## src/rtl/instr_fetch_pkg.sv

```systemverilog
// Shared types for the instruction fetch stage: PC/instruction widths, FSM states, output record.
// Latency: n/a (types, constants and a helper function only).
// Backpressure: n/a.
package instr_fetch_pkg;

  localparam int PC_W    = 8;
  localparam int INSTR_W = 32;

  typedef logic [PC_W-1:0]    ProgramCounter;
  typedef logic [INSTR_W-1:0] Instruction;

  // IDLE: nothing outstanding; WAIT: one request outstanding, keep its data;
  // DROP: one request outstanding, its data is stale and must be discarded.
  typedef enum logic [1:0] {
    IDLE = 2'd0,
    WAIT = 2'd1,
    DROP = 2'd2
  } fetch_state_e;

  // What the decode stage sees.
  typedef struct packed {
    logic          valid;
    Instruction    instr;
    ProgramCounter pc;
  } F_output;

  // One instruction queue slot: the word plus the PC it was fetched from.
  typedef struct packed {
    ProgramCounter pc;
    Instruction    instr;
  } q_entry_t;

  // Sequential fetch: word index + 1, wrapping 255 -> 0 through the 8-bit width.
  function automatic ProgramCounter pc_next(input ProgramCounter pc);
    return pc + 8'd1;
  endfunction

endpackage

```

## src/rtl/fetch_queue.sv

```systemverilog
// Circular instruction queue between fetch and decode, QDEPTH entries, flushable.
// Latency: an entry enqueued in cycle N is visible on head in cycle N+1.
// Backpressure: none internally; the producer must only enqueue when count < QDEPTH.
module fetch_queue
  import instr_fetch_pkg::*;
#(
  parameter int QDEPTH = 2
) (
  input  logic                     clk,
  input  logic                     reset,
  input  logic                     enq,
  input  q_entry_t                 enq_entry,
  input  logic                     deq,
  input  logic                     flush,
  output logic [$clog2(QDEPTH):0]  count,
  output q_entry_t                 head
);

  localparam int PTR_W = $clog2(QDEPTH);
  localparam int CNT_W = $clog2(QDEPTH) + 1;

  logic [PTR_W-1:0] wr_ptr_q, wr_ptr_d;
  logic [PTR_W-1:0] rd_ptr_q, rd_ptr_d;
  logic [CNT_W-1:0] count_q, count_d;
  q_entry_t         mem_q [QDEPTH];

  // Pointer/count update; flush wins over any enqueue or dequeue in the same cycle.
  always_comb begin
    wr_ptr_d = wr_ptr_q;
    rd_ptr_d = rd_ptr_q;
    count_d  = count_q;
    if (flush) begin
      wr_ptr_d = '0;
      rd_ptr_d = '0;
      count_d  = '0;
    end else begin
      if (enq) wr_ptr_d = wr_ptr_q + PTR_W'(1);
      if (deq) rd_ptr_d = rd_ptr_q + PTR_W'(1);
      case ({enq, deq})
        2'b10:   count_d = count_q + CNT_W'(1);
        2'b01:   count_d = count_q - CNT_W'(1);
        default: count_d = count_q;
      endcase
    end
  end

  // Pointer and occupancy registers.
  always_ff @(posedge clk or negedge reset) begin
    if (!reset) begin
      wr_ptr_q <= '0;
      rd_ptr_q <= '0;
      count_q  <= '0;
    end else begin
      wr_ptr_q <= wr_ptr_d;
      rd_ptr_q <= rd_ptr_d;
      count_q  <= count_d;
    end
  end

  // Slot storage; contents are only meaningful below count, so no reset is needed.
  always_ff @(posedge clk) begin
    if (enq && !flush) mem_q[wr_ptr_q] <= enq_entry;
  end

  assign count = count_q;
  assign head  = mem_q[rd_ptr_q];

endmodule

```

## src/rtl/instr_fetch.sv

```systemverilog
// Instruction fetch: PC register, single-outstanding request FSM, response tagging into a queue.
// Latency: request accepted in N, response in N+k enqueues, visible to decode in N+k+1.
// Backpressure: requests only issue while the queue has a free slot; decode stalls via out_ready.
module instr_fetch
  import instr_fetch_pkg::*;
#(
  parameter int QDEPTH = 2
) (
  input  logic        clk,
  input  logic        reset,
  input  logic        redirect,
  input  logic [7:0]  redirect_pc,
  output logic        req_valid,
  output logic [7:0]  req_addr,
  input  logic        req_ready,
  input  logic        resp_valid,
  input  logic [31:0] resp_data,
  output logic        out_valid,
  output logic [31:0] out_instr,
  output logic [7:0]  out_pc,
  input  logic        out_ready
);

  localparam int CNT_W = $clog2(QDEPTH) + 1;

  fetch_state_e  state_q, state_d;
  ProgramCounter pc_q, pc_d;
  ProgramCounter tag_q, tag_d;

  logic [CNT_W-1:0] q_count;
  q_entry_t         q_head;
  q_entry_t         enq_entry;
  logic             req_fire;
  logic             enq;
  logic             deq;
  F_output          fout;

  // Credit rule: the registered count guarantees a free slot for the single outstanding response.
  assign req_valid = reset && (state_q == IDLE) && !redirect && (q_count < CNT_W'(QDEPTH));
  assign req_addr  = pc_q;
  assign req_fire  = req_valid && req_ready;

  // A response is kept only in WAIT and only if no redirect lands in the same cycle.
  assign enq       = (state_q == WAIT) && resp_valid && !redirect;
  assign enq_entry = '{pc: tag_q, instr: resp_data};

  // Decode-facing view of the queue head; a redirect cycle hands nothing over.
  always_comb begin
    fout.valid = (q_count != '0) && !redirect;
    fout.instr = q_head.instr;
    fout.pc    = q_head.pc;
  end

  assign deq       = fout.valid && out_ready;
  assign out_valid = fout.valid;
  assign out_instr = fout.instr;
  assign out_pc    = fout.pc;

  // Next-state, PC and tag computation for the fetch FSM.
  always_comb begin
    state_d = state_q;
    pc_d    = pc_q;
    tag_d   = tag_q;
    case (state_q)
      IDLE: begin
        if (req_fire) begin
          state_d = WAIT;
          tag_d   = pc_q;
        end
      end
      WAIT: begin
        // Response with a redirect is dropped but still completes the request.
        if (resp_valid)    state_d = IDLE;
        else if (redirect) state_d = DROP;
      end
      DROP: begin
        if (resp_valid) state_d = IDLE;
      end
      default: state_d = IDLE;
    endcase
    if (redirect)      pc_d = redirect_pc;
    else if (req_fire) pc_d = pc_next(pc_q);
  end

  // FSM, PC and response-tag registers; reset abandons any outstanding request.
  always_ff @(posedge clk or negedge reset) begin
    if (!reset) begin
      state_q <= IDLE;
      pc_q    <= '0;
      tag_q   <= '0;
    end else begin
      state_q <= state_d;
      pc_q    <= pc_d;
      tag_q   <= tag_d;
    end
  end

  fetch_queue #(
    .QDEPTH (QDEPTH)
  ) u_queue (
    .clk       (clk),
    .reset     (reset),
    .enq       (enq),
    .enq_entry (enq_entry),
    .deq       (deq),
    .flush     (redirect),
    .count     (q_count),
    .head      (q_head)
  );

endmodule

```

## config.mk

```make
export PLATFORM = sky130hd
export DESIGN_NAME = instr_fetch
export DESIGN_NICKNAME = d
export VERILOG_FILES = /design/src/rtl/instr_fetch_pkg.sv /design/src/rtl/fetch_queue.sv /design/src/rtl/instr_fetch.sv
export SDC_FILE = /design/constraint.sdc
export NUM_CORES = 1
export LEC_CHECK = 0
export ABC_CLOCK_PERIOD_IN_PS = 12950
export CELL_PAD_IN_SITES_DETAIL_PLACEMENT = 0
export CELL_PAD_IN_SITES_GLOBAL_PLACEMENT = 1
export CORE_MARGIN = 3
export CORE_UTILIZATION = 31
export DETAILED_ROUTE_END_ITERATION = 8
export PLACE_DENSITY = 0.65
export SLEW_MARGIN = 10
export SYNTH_ARGS = -nofsm -noshare
export SYNTH_HDL_FRONTEND = slang
export SYNTH_SLANG_ARGS = --single-unit
```

## constraint.sdc

```tcl
create_clock -name clk -period 12.95 [get_ports clk]
set_input_delay 3.2375 -clock clk [delete_from_list [all_inputs] [get_ports clk]]
set_output_delay 3.2375 -clock clk [all_outputs]
set_load 0.02 [all_outputs]
```

==> impl_metrics.json, run 1 <==
{
  "synth-seq-cells": 102,
  "die_w_um": 119,
  "clockRootBuffer": "clkbuf_16",
  "worstPathRequired_ns": 9.71,
  "yosys.area.top_type": "edfxtp_1",
  "syn_area_um2": 3970,
  "design.die.area_um2": 14200,
  "synth_edf_count": 80,
  "p_leak_nw": 1.89,
  "grt_pass1_vias": 2392,
  "synth_area_per_cell_um2": 16.3,
  "htreeDepth": 3,
  "synth_cells": 243,
  "grt_pass1_wl_um": 12400,
  "synth_area_leaders": "edfxtp_1, dfrtp_1, mux2_2",
  "path_cells": "clkdlybuf4s50_1 > nor4_4 > and2_1 > clkdlybuf4s50_1",
  "drt-total-wl_um": 7810,
  "synth_nets": 290,
  "cap_violations": 0,
  "wl_per_cell_um": 15.2,
  "fin_ws_ns": 4.42,
  "worst_slew_pin_slew_ns": 0.999,
  "slowest_stage": "clkdlybuf4s50_1",
  "grt_start_max_net_pins": 42,
  "synth_flop_cell": "edfxtp_1",
  "cp-start-kind": "input pin",
  "post_cts_buffers": 0,
  "holdCritPathClass": "flop to flop",
  "critPathTopFamily": "buffers and inverters",
  "cts_hold_buf": 0,
  "setup_tns_ns": 0,
  "cts_resized": 0,
  "cts_tree": "yes",
  "finalPower_uw": 705,
  "crit_buf_inv": 2,
  "grt_antenna_before_repair": 0,
  "clockBufferDepth": 2,
  "track_usage_pct": 11.3,
  "first_pass_iters": 4,
  "drv_slew": 0,
  "finalNetCount": 389,
  "start_util_pct": 32.3,
  "period_needed_ns": 8.53,
  "rsz0062_at_grt": "false",
  "via_count": 2310,
  "critPathKind": "input pin to output pin",
  "synth_warnings": 0,
  "yosysSeqAreaShare_pct": 74.4,
  "max_freq_ghz": 0.117,
  "maxSlewHeadroom_pct": 33.4,
  "slowest_delay_ns": 0.83,
  "ant_nets": 0,
  "vias_per_cell": 4.49,
  "setup_violations": 0,
  "core_um2": 12300,
  "antenna_cells": 0,
  "hold_violations": 0,
  "syn2layout_area_growth_pct": 36.5,
  "cp-end-kind": "output pin",
  "synth_top_area_share_pct": 60.6,
  "critPathMaxFanout": 21,
  "ir_drop_mv": 0.0514,
  "ys_async_sr_fraction_pct": 21.6,
  "port_buffers": 95,
  "critPathMostFrequentCell": "clkdlybuf4s50_1",
  "numCtsBuffers": 9,
  "clock_sinks": 102,
  "finClkSkew_ns": 0.00950,
  "gr-total-overflow": 0,
  "drc": 0,
  "gp_congestion": 0.747,
  "ioPinCount": 96,
  "clk_pin_slew_ns": 0.07,
  "placementRows": 40,
  "timing.hold.ws_ns": 0.469,
  "period_share_pct": 65.9,
  "synth.distinct_cells": 34,
  "drive_above_1_share_pct": 18.2,
  "place.detailed.hpwl_um": 4980,
  "pre_cts_slack_ns": 4.43,
  "clkLatencyLatePin_ns": 0.34,
  "outcome": "complete, no violations",
  "die_height_um": 119,
  "worst-endpoint-arrival_ns": 5.29,
  "powerDensity_nw_per_um2": 130,
  "final_util_pct": 44.1,
  "first_iter_violations": 95
}
## cells in the mapped netlist, types with 2 or more instances
cell type,n
edfxtp_1,80
mux2_2,40
nand2_1,27
dfrtp_1,22
nor2_1,9
clkbuf_1,7
o21ai_0,7
a21oi_1,5
inv_1,5
nand3_1,5
a32oi_1,3
nor3_1,3
a21o_1,2
a221o_1,2
and2_1,2
and3_1,2
nor2b_1,2
nor3b_1,2
xnor2_1,2
xor2_1,2
## power by group
| group | total (mW) | internal (mW) | switching [mW] |
|---|---|---|---|
| clock | 0.267 | 0.160 | 0.107 |
| combinational | 0.0596 | 0.0325 | 0.0270 |
| sequential | 0.379 | 0.368 | 0.0106 |
## worst paths after layout
check / startpoint / to / slack, ns / cells after the start
min reg2reg: tag_q[2] / u_queue.mem_q[0][34] / 0.47 / 0
min: tag_q[2] / u_queue.mem_q[0][34] / 0.47 / 0
max reg2reg: state_q[1] / u_queue.mem_q[1][21] / 11.00 / 4
max in group asynchronous: reset / u_queue.rd_ptr_q / 9.45 / 2
max: redirect / req_valid / 4.42 / 4
min in group asynchronous: reset / req_addr[1] / 3.25 / 2
## layout make-up
class / count / area (um^2)
clock buffer: 13 / 260
clock inverter: 3 / 41.3
timing repair buffer: 98 / 973
fill: 1118 / 6850
sequential: 102 / 2950
tap: 168 / 210
multi-input combinational: 126 / 955
inverter: 5 / 18.8
## flip-flops by register name (all words and copies together), names as in the netlist
| register | cells |
|---|---|
| u_queue.wr_ptr_q | 1 |
| state_q | 2 |
| req_addr | 8 |
| u_queue.count | 2 |
| u_queue.mem_q | 80 |
| tag_q | 8 |
| u_queue.rd_ptr_q | 1 |
## metrics by stage
stage | area [um^2] | cells
6_report | 5410 | 515
5_1_grt | 5410 | 515
4_1_cts | 5410 | 515
3_5_place_dp | 5110 | 499
3_3_place_gp | 5110 | 499
2_1_floorplan | 3970 | 243
## layer usage
metal | track usage (%) | vias to the layer above | wire length (um) | share of wire [%]
li1 | - | 1112 | - | -
met1 | 14.3 | 1110 | 3510 | 45
met2 | 18.5 | 76 | 3730 | 48
met3 | 2.47 | 12 | 401 | 5.1
met4 | 5.43 | 0 | 164 | 2.1
met5 | 0 | - | 0 | 0
## cells by family after synthesis
| group | share of synthesized area, % |
|---|---|
| flip-flops | 74.4 |
| multiplexers | 11.4 |
| adder cells (fa/ha/maj) | 0.315 |
| XOR/XNOR | 0.883 |
| AO/OA/AOI/OAI | 4.38 |
| AND/OR/NAND/NOR | 6.88 |
| buffers and inverters | 1.74 |
## cells in the final DEF, fill, tap and decap left out, types with 2 or more instances in the layout
cell type        instances
clkbuf_8                 2
a221o_1                  2
a21o_1                   2
clkbuf_1                 2
inv_1                    5
nor2b_1                  2
clkbuf_16                9
a21oi_1                  5
and3_1                   2
o21ai_0                  7
nor3_1                   2
a32oi_1                  3
nand2_1                 27
buf_4                    3
clkdlybuf4s50_1         95
nor2_1                   9
dfrtp_1                 21
edfxtp_1                80
nand3_1                  5
xnor2_1                  2
xor2_1                   2
mux2_2                  40
and2_1                   2
No activity file was read; power rests on OpenSTA's default activity.
==> run 2: changes to the inputs <==
--- a/config.mk
+++ b/config.mk
@@ -5,7 +5,7 @@
 export SDC_FILE = /design/constraint.sdc
 export NUM_CORES = 1
 export LEC_CHECK = 0
-export ABC_CLOCK_PERIOD_IN_PS = 12950
+export ABC_CLOCK_PERIOD_IN_PS = 8700
 export CELL_PAD_IN_SITES_DETAIL_PLACEMENT = 0
 export CELL_PAD_IN_SITES_GLOBAL_PLACEMENT = 1
 export CORE_MARGIN = 3
==> constraint.sdc (replaced) <==
create_clock -name clk -period 8.7 [get_ports clk]
set_input_delay 2.175 -clock clk [delete_from_list [all_inputs] [get_ports clk]]
set_output_delay 2.175 -clock clk [all_outputs]
set_load 0.02 [all_outputs]
==> run 2 against run 1 <==
Critical path type unchanged. Power grew 48%. Flip-flop and latch count is the same. Non-clock buffer count unchanged. Setup slack worse by 2.1 ns. Utilization about the same. Hold slack better by 0.0037 ns.
==> impl_metrics.json, run 2 (same netlist as run 1, synthesis figures left out) <==
{
  "critPathKind": "input pin to output pin",
  "rsz0062_at_grt": "false",
  "port_buffers": 95,
  "period_share_pct": 73.9,
  "htreeDepth": 3,
  "wl_met3_um": 299,
  "finClkSkew_ns": 0.00552,
  "fin_ws_ns": 2.27,
  "drt-met1-wl_um": 3660,
  "cp-end-kind": "output pin",
  "powerDensity_nw_per_um2": 193,
  "mostFrequentLayoutCells": "clkdlybuf4s50_1, edfxtp_1, mux2_2",
  "dr_wl_met2_um": 3660,
  "die_height_um": 119,
  "path_cells": "clkdlybuf4s50_1 > nor4_4 > and2_1 > clkdlybuf4s50_1",
  "vias_per_cell": 4.48,
  "cts_hold_buf": 0,
  "grt_pass1_wl_um": 12600,
  "drc": 0,
  "cap_violations": 0,
  "pre_cts_slack_ns": 2.30,
  "slowest_delay_ns": 0.86,
  "clockRootBuffer": "clkbuf_16",
  "critPathMaxFanout": 21,
  "outcome": "complete, no violations",
  "cts_resized": 0,
  "wl_per_cell_um": 15.1,
  "grt_antenna_before_repair": 0,
  "slowest_stage": "clkdlybuf4s50_1",
  "hold_violations": 0,
  "max_freq_ghz": 0.155,
  "largest_reg_flops": 80,
  "p_leak_nw": 1.89,
  "post_cts_buffers": 0,
  "placementRows": 40,
  "start_util_pct": 32.3,
  "highest_layer": "met4",
  "ioPinCount": 96,
  "grt_pass1_vias": 2459,
  "worst-endpoint-arrival_ns": 4.26,
  "die_w_um": 119,
  "first_iter_violations": 101,
  "cp-start-kind": "input pin",
  "place.detailed.hpwl_um": 4900,
  "track_usage_pct": 11.5,
  "design.die.area_um2": 14200,
  "clockBufferDepth": 2,
  "worst_slew_pin_slew_ns": 0.993,
  "drv_slew": 0,
  "period_needed_ns": 6.43,
  "maxSlewHeadroom_pct": 33.8,
  "finalNetCount": 389,
  "n_fill_cell": 1117,
  "setup_violations": 0,
  "clk_pin_slew_ns": 0.07,
  "gp_congestion": 0.746,
  "via_count": 2307,
  "grt_start_max_net_pins": 42,
  "drive_above_1_share_pct": 18.7,
  "clock_sinks": 102,
  "critPathMostFrequentCell": "clkdlybuf4s50_1",
  "clkLatencyLatePin_ns": 0.33,
  "cts_tree": "yes",
  "ant_nets": 0,
  "gr-total-overflow": 0,
  "drt-total-wl_um": 7750,
  "ir_drop_mv": 0.0785,
  "regMostFlops": "u_queue.mem_q",
  "register_area_um2": 2950,
  "worstPathRequired_ns": 6.53,
  "antenna_cells": 0,
  "setup_tns_ns": 0,
  "multi_input_area_um2": 955,
  "holdCritPathClass": "flop to flop",
  "core_um2": 12300,
  "syn2layout_area_growth_pct": 36.5,
  "numCtsBuffers": 9,
  "final_common_cell": "clkdlybuf4s50_1",
  "first_pass_iters": 4
}
run 2: final timing paths:
path	start	end	slack, ns	depth (start not counted)
worst max-delay path	redirect	req_valid	2.27	4
worst min register to register	tag_q[2]	u_queue.mem_q[0][34]	0.47	0
max in group asynchronous	reset	u_queue.rd_ptr_q	6.25	2
worst max register to register	state_q[1]	u_queue.mem_q[1][18]	6.75	4
worst min-delay path	tag_q[2]	u_queue.mem_q[0][34]	0.47	0
min in group asynchronous	reset	req_addr[3]	2.20	2
run 2: where the power goes:
part / leakage [nW] / internal [mW] / total, mW / switching, mW
combinational: 0.735 / 0.0484 / 0.0888 / 0.0403
sequential: 1.00 / 0.548 / 0.564 / 0.0161
clock: 0.154 / 0.227 / 0.391 / 0.164
run 2: metrics by stage:
step	hold slack [ns]	cells	total power [mW]	area, um^2	utilization [%]
floorplan	0.442	243	0.611	3970	-
global placement	0.452	499	0.661	5110	41.7
detailed placement	0.460	499	0.664	5110	41.7
CTS	0.474	515	1.06	5410	44.2
global route	0.493	515	1.09	5410	44.2
finish	0.473	515	1.04	5410	44.2
run 2: critical path: cells and delay by family:
kind | cells | cell delay, ns
simple gates | 2 | 0.62
buf+inv | 2 | 1.46
run 2: area by class of cell:
class,count,share of cell area (%)
sequential,102,54.6
inverter,5,0.347
clock inverter,4,0.462
multi-input combinational,126,17.6
timing repair buffer,98,18.0
tap,168,3.88
clock buffer,12,5.13
run 2: routing by layer:
metal  track usage, %  up-vias
met4             5.43        0
met2             17.9       65
met3             2.33       10
met1             15.3     1126
li1                 -     1106
met5                0        -
==> run 3: changes to the inputs <==
--- a/config.mk
+++ b/config.mk
@@ -5,13 +5,13 @@
 export SDC_FILE = /design/constraint.sdc
 export NUM_CORES = 1
 export LEC_CHECK = 0
-export ABC_CLOCK_PERIOD_IN_PS = 8700
+export ABC_CLOCK_PERIOD_IN_PS = 5300
 export CELL_PAD_IN_SITES_DETAIL_PLACEMENT = 0
 export CELL_PAD_IN_SITES_GLOBAL_PLACEMENT = 1
 export CORE_MARGIN = 3
 export CORE_UTILIZATION = 31
 export DETAILED_ROUTE_END_ITERATION = 8
-export PLACE_DENSITY = 0.65
+export PLACE_DENSITY = 0.68
 export SLEW_MARGIN = 10
 export SYNTH_ARGS = -nofsm -noshare
 export SYNTH_HDL_FRONTEND = slang
==> constraint.sdc (replaced) <==
create_clock -name clk -period 5.3 [get_ports clk]
set_input_delay 1.325 -clock clk [delete_from_list [all_inputs] [get_ports clk]]
set_output_delay 1.325 -clock clk [all_outputs]
set_load 0.02 [all_outputs]
==> run 3 against run 2 <==
Via count is 0.22% lower. Register-to-register slack worse by 3.4 ns. Clock power up 75%. Die area is the same. First-iteration DRC count is 56% higher. Critical path type unchanged. Wire length up 0.28%.
==> impl_metrics.json, run 3 (same netlist as run 1, synthesis figures left out) <==
{
  "place_area_um2": 5120,
  "finalNetCount": 390,
  "grt_pass1_vias": 2447,
  "clock_sinks": 102,
  "drv_slew": 0,
  "slowest_stage": "clkdlybuf4s50_1",
  "drt-total-wl_um": 7770,
  "critPathMostFrequentCell": "clkdlybuf4s50_1",
  "worst-endpoint-arrival_ns": 2.82,
  "mostFrequentLayoutCells": "clkdlybuf4s50_1, edfxtp_1, mux2_2",
  "n_fill_cell": 1102,
  "outcome": "complete, no violations",
  "final_common_cell": "clkdlybuf4s50_1",
  "slowest_delay_ns": 0.60,
  "ioPinCount": 96,
  "placementRows": 40,
  "pre_cts_slack_ns": 1.15,
  "design.die.area_um2": 14200,
  "cp-end-kind": "output pin",
  "syn2layout_area_growth_pct": 37.0,
  "fin_cells": 516,
  "core_um2": 12300,
  "p_leak_nw": 1.89,
  "finalPower_mw": 1.76,
  "clkLatencyLatePin_ns": 0.33,
  "timing.rr.end": "u_queue.mem_q[1][25]",
  "critPathMaxFanout": 4,
  "setup_tns_ns": 0,
  "gp_congestion": 0.772,
  "r2r_slack_ns": 3.32,
  "cts_tree": "yes",
  "track_usage_pct": 11.4,
  "htreeDepth": 3,
  "cap_violations": 0,
  "port_buffers": 95,
  "start_util_pct": 32.3,
  "die_height_um": 119,
  "wl_per_cell_um": 15.1,
  "cts_resized": 0,
  "hold_violations": 0,
  "first_pass_iters": 4,
  "worstPathRequired_ns": 3.97,
  "path_cells": "clkdlybuf4s50_1 > nor4_4 > and2_1 > clkdlybuf4s50_1",
  "cts_hold_buf": 0,
  "drc": 0,
  "period_share_pct": 78.2,
  "post_cts_buffers": 0,
  "regMostFlops": "u_queue.mem_q",
  "ir_drop_mv": 0.147,
  "drive_above_1_share_pct": 18.4,
  "first_iter_violations": 158,
  "grt_pass1_wl_um": 12700,
  "period_needed_ns": 4.14,
  "crit_end": "req_valid",
  "critPathKind": "input pin to output pin",
  "place.detailed.hpwl_um": 4850,
  "fin_ws_ns": 1.16,
  "antenna_cells": 0,
  "clockRootBuffer": "clkbuf_16",
  "clk_pin_slew_ns": 0.07,
  "max_freq_ghz": 0.241,
  "cp-start-kind": "input pin",
  "rr_startpoint": "state_q[1]",
  "rr_worst_depth": 4,
  "placedCellCount": 500,
  "setup_violations": 0,
  "rsz0062_at_grt": "false",
  "worst_slew_pin_slew_ns": 1.02,
  "largest_reg_flops": 80,
  "design_area_um2": 5430,
  "ant_nets": 0,
  "powerDensity_nw_per_um2": 323,
  "setup.worst_path.start": "redirect",
  "die_w_um": 119,
  "numCtsBuffers": 9,
  "clockBufferDepth": 2,
  "maxSlewHeadroom_pct": 32.2,
  "holdCritPathClass": "flop to flop",
  "vias_per_cell": 4.46,
  "via_count": 2302,
  "grt_antenna_before_repair": 0,
  "finClkSkew_ns": 0.00870,
  "gr-total-overflow": 0,
  "grt_start_max_net_pins": 42
}
[run 3: changes by cell type in the layout (fill, tap and decap cells not counted)]
| cell | change |
|---|---|
| bufinv_16 | +2 |
| buf_4 | +1 |
| clkbuf_16 | -1 |
| clkbuf_8 | -2 |
| clkinvlp_4 | +1 |
| clkbuf_1 | +1 |
| inv_4 | -1 |
| clkinv_2 | -1 |
| clkinv_1 | +1 |
[run 3: through the flow]
step | util, % | hold WS (ns)
final | 44.3 | 0.468
after global routing | 44.3 | 0.494
after CTS | 44.3 | 0.472
after detailed placement | 41.7 | 0.456
after global placement | 41.7 | 0.452
after floorplan | - | 0.442
[run 3: how the worst min path moves through the flow]
| stage | depth (start not counted) | slack (ns) | startpoint | to |
|---|---|---|---|---|
| 3_5_place_dp | 0 | 0.46 | tag_q[3] | u_queue.mem_q[1][35] |
| 2_1_floorplan | 0 | 0.44 | tag_q[0] | u_queue.mem_q[0][32] |
| 6_report | 0 | 0.47 | tag_q[3] | u_queue.mem_q[1][35] |
| 5_1_grt | 0 | 0.49 | tag_q[3] | u_queue.mem_q[1][35] |
| 4_1_cts | 0 | 0.47 | tag_q[3] | u_queue.mem_q[0][35] |
| 3_3_place_gp | 0 | 0.45 | tag_q[4] | u_queue.mem_q[0][36] |
[run 3: area by class of cell]
type,count,area [um^2],area share [%]
clock buffer,10,229,4.21
tap,168,210,3.87
inverter,5,18.8,0.345
clock inverter,6,85.1,1.57
multi-input combinational,126,955,17.6
timing repair buffer,99,981,18.1
sequential,102,2950,54.4
[run 3: report_power, final]
part / leakage [nW] / total (mW) / internal [mW] / switching (mW)
registers: 1.00 / 0.925 / 0.899 / 0.0261
clock network: 0.151 / 0.684 / 0.413 / 0.271
logic: 0.740 / 0.147 / 0.0800 / 0.0666
total: 1.89 / 1.76 / 1.39 / 0.364
[run 3: metal layers]
layer,GRT usage [%],part of all wire (%),wire (um),vias up
met4,5.43,1.2,94,0
met3,2.33,4.8,370,10
met1,15.2,46,3540,1124
met2,17.9,48,3770,62
li1,-,-,-,1106
met5,0,0,0,-
[run 3: critical path: cells and delay by family]
| kind | cells | cell delay [ns] |
|---|---|---|
| simple gates | 2 | 0.44 |
| buf+inv | 2 | 1.06 |
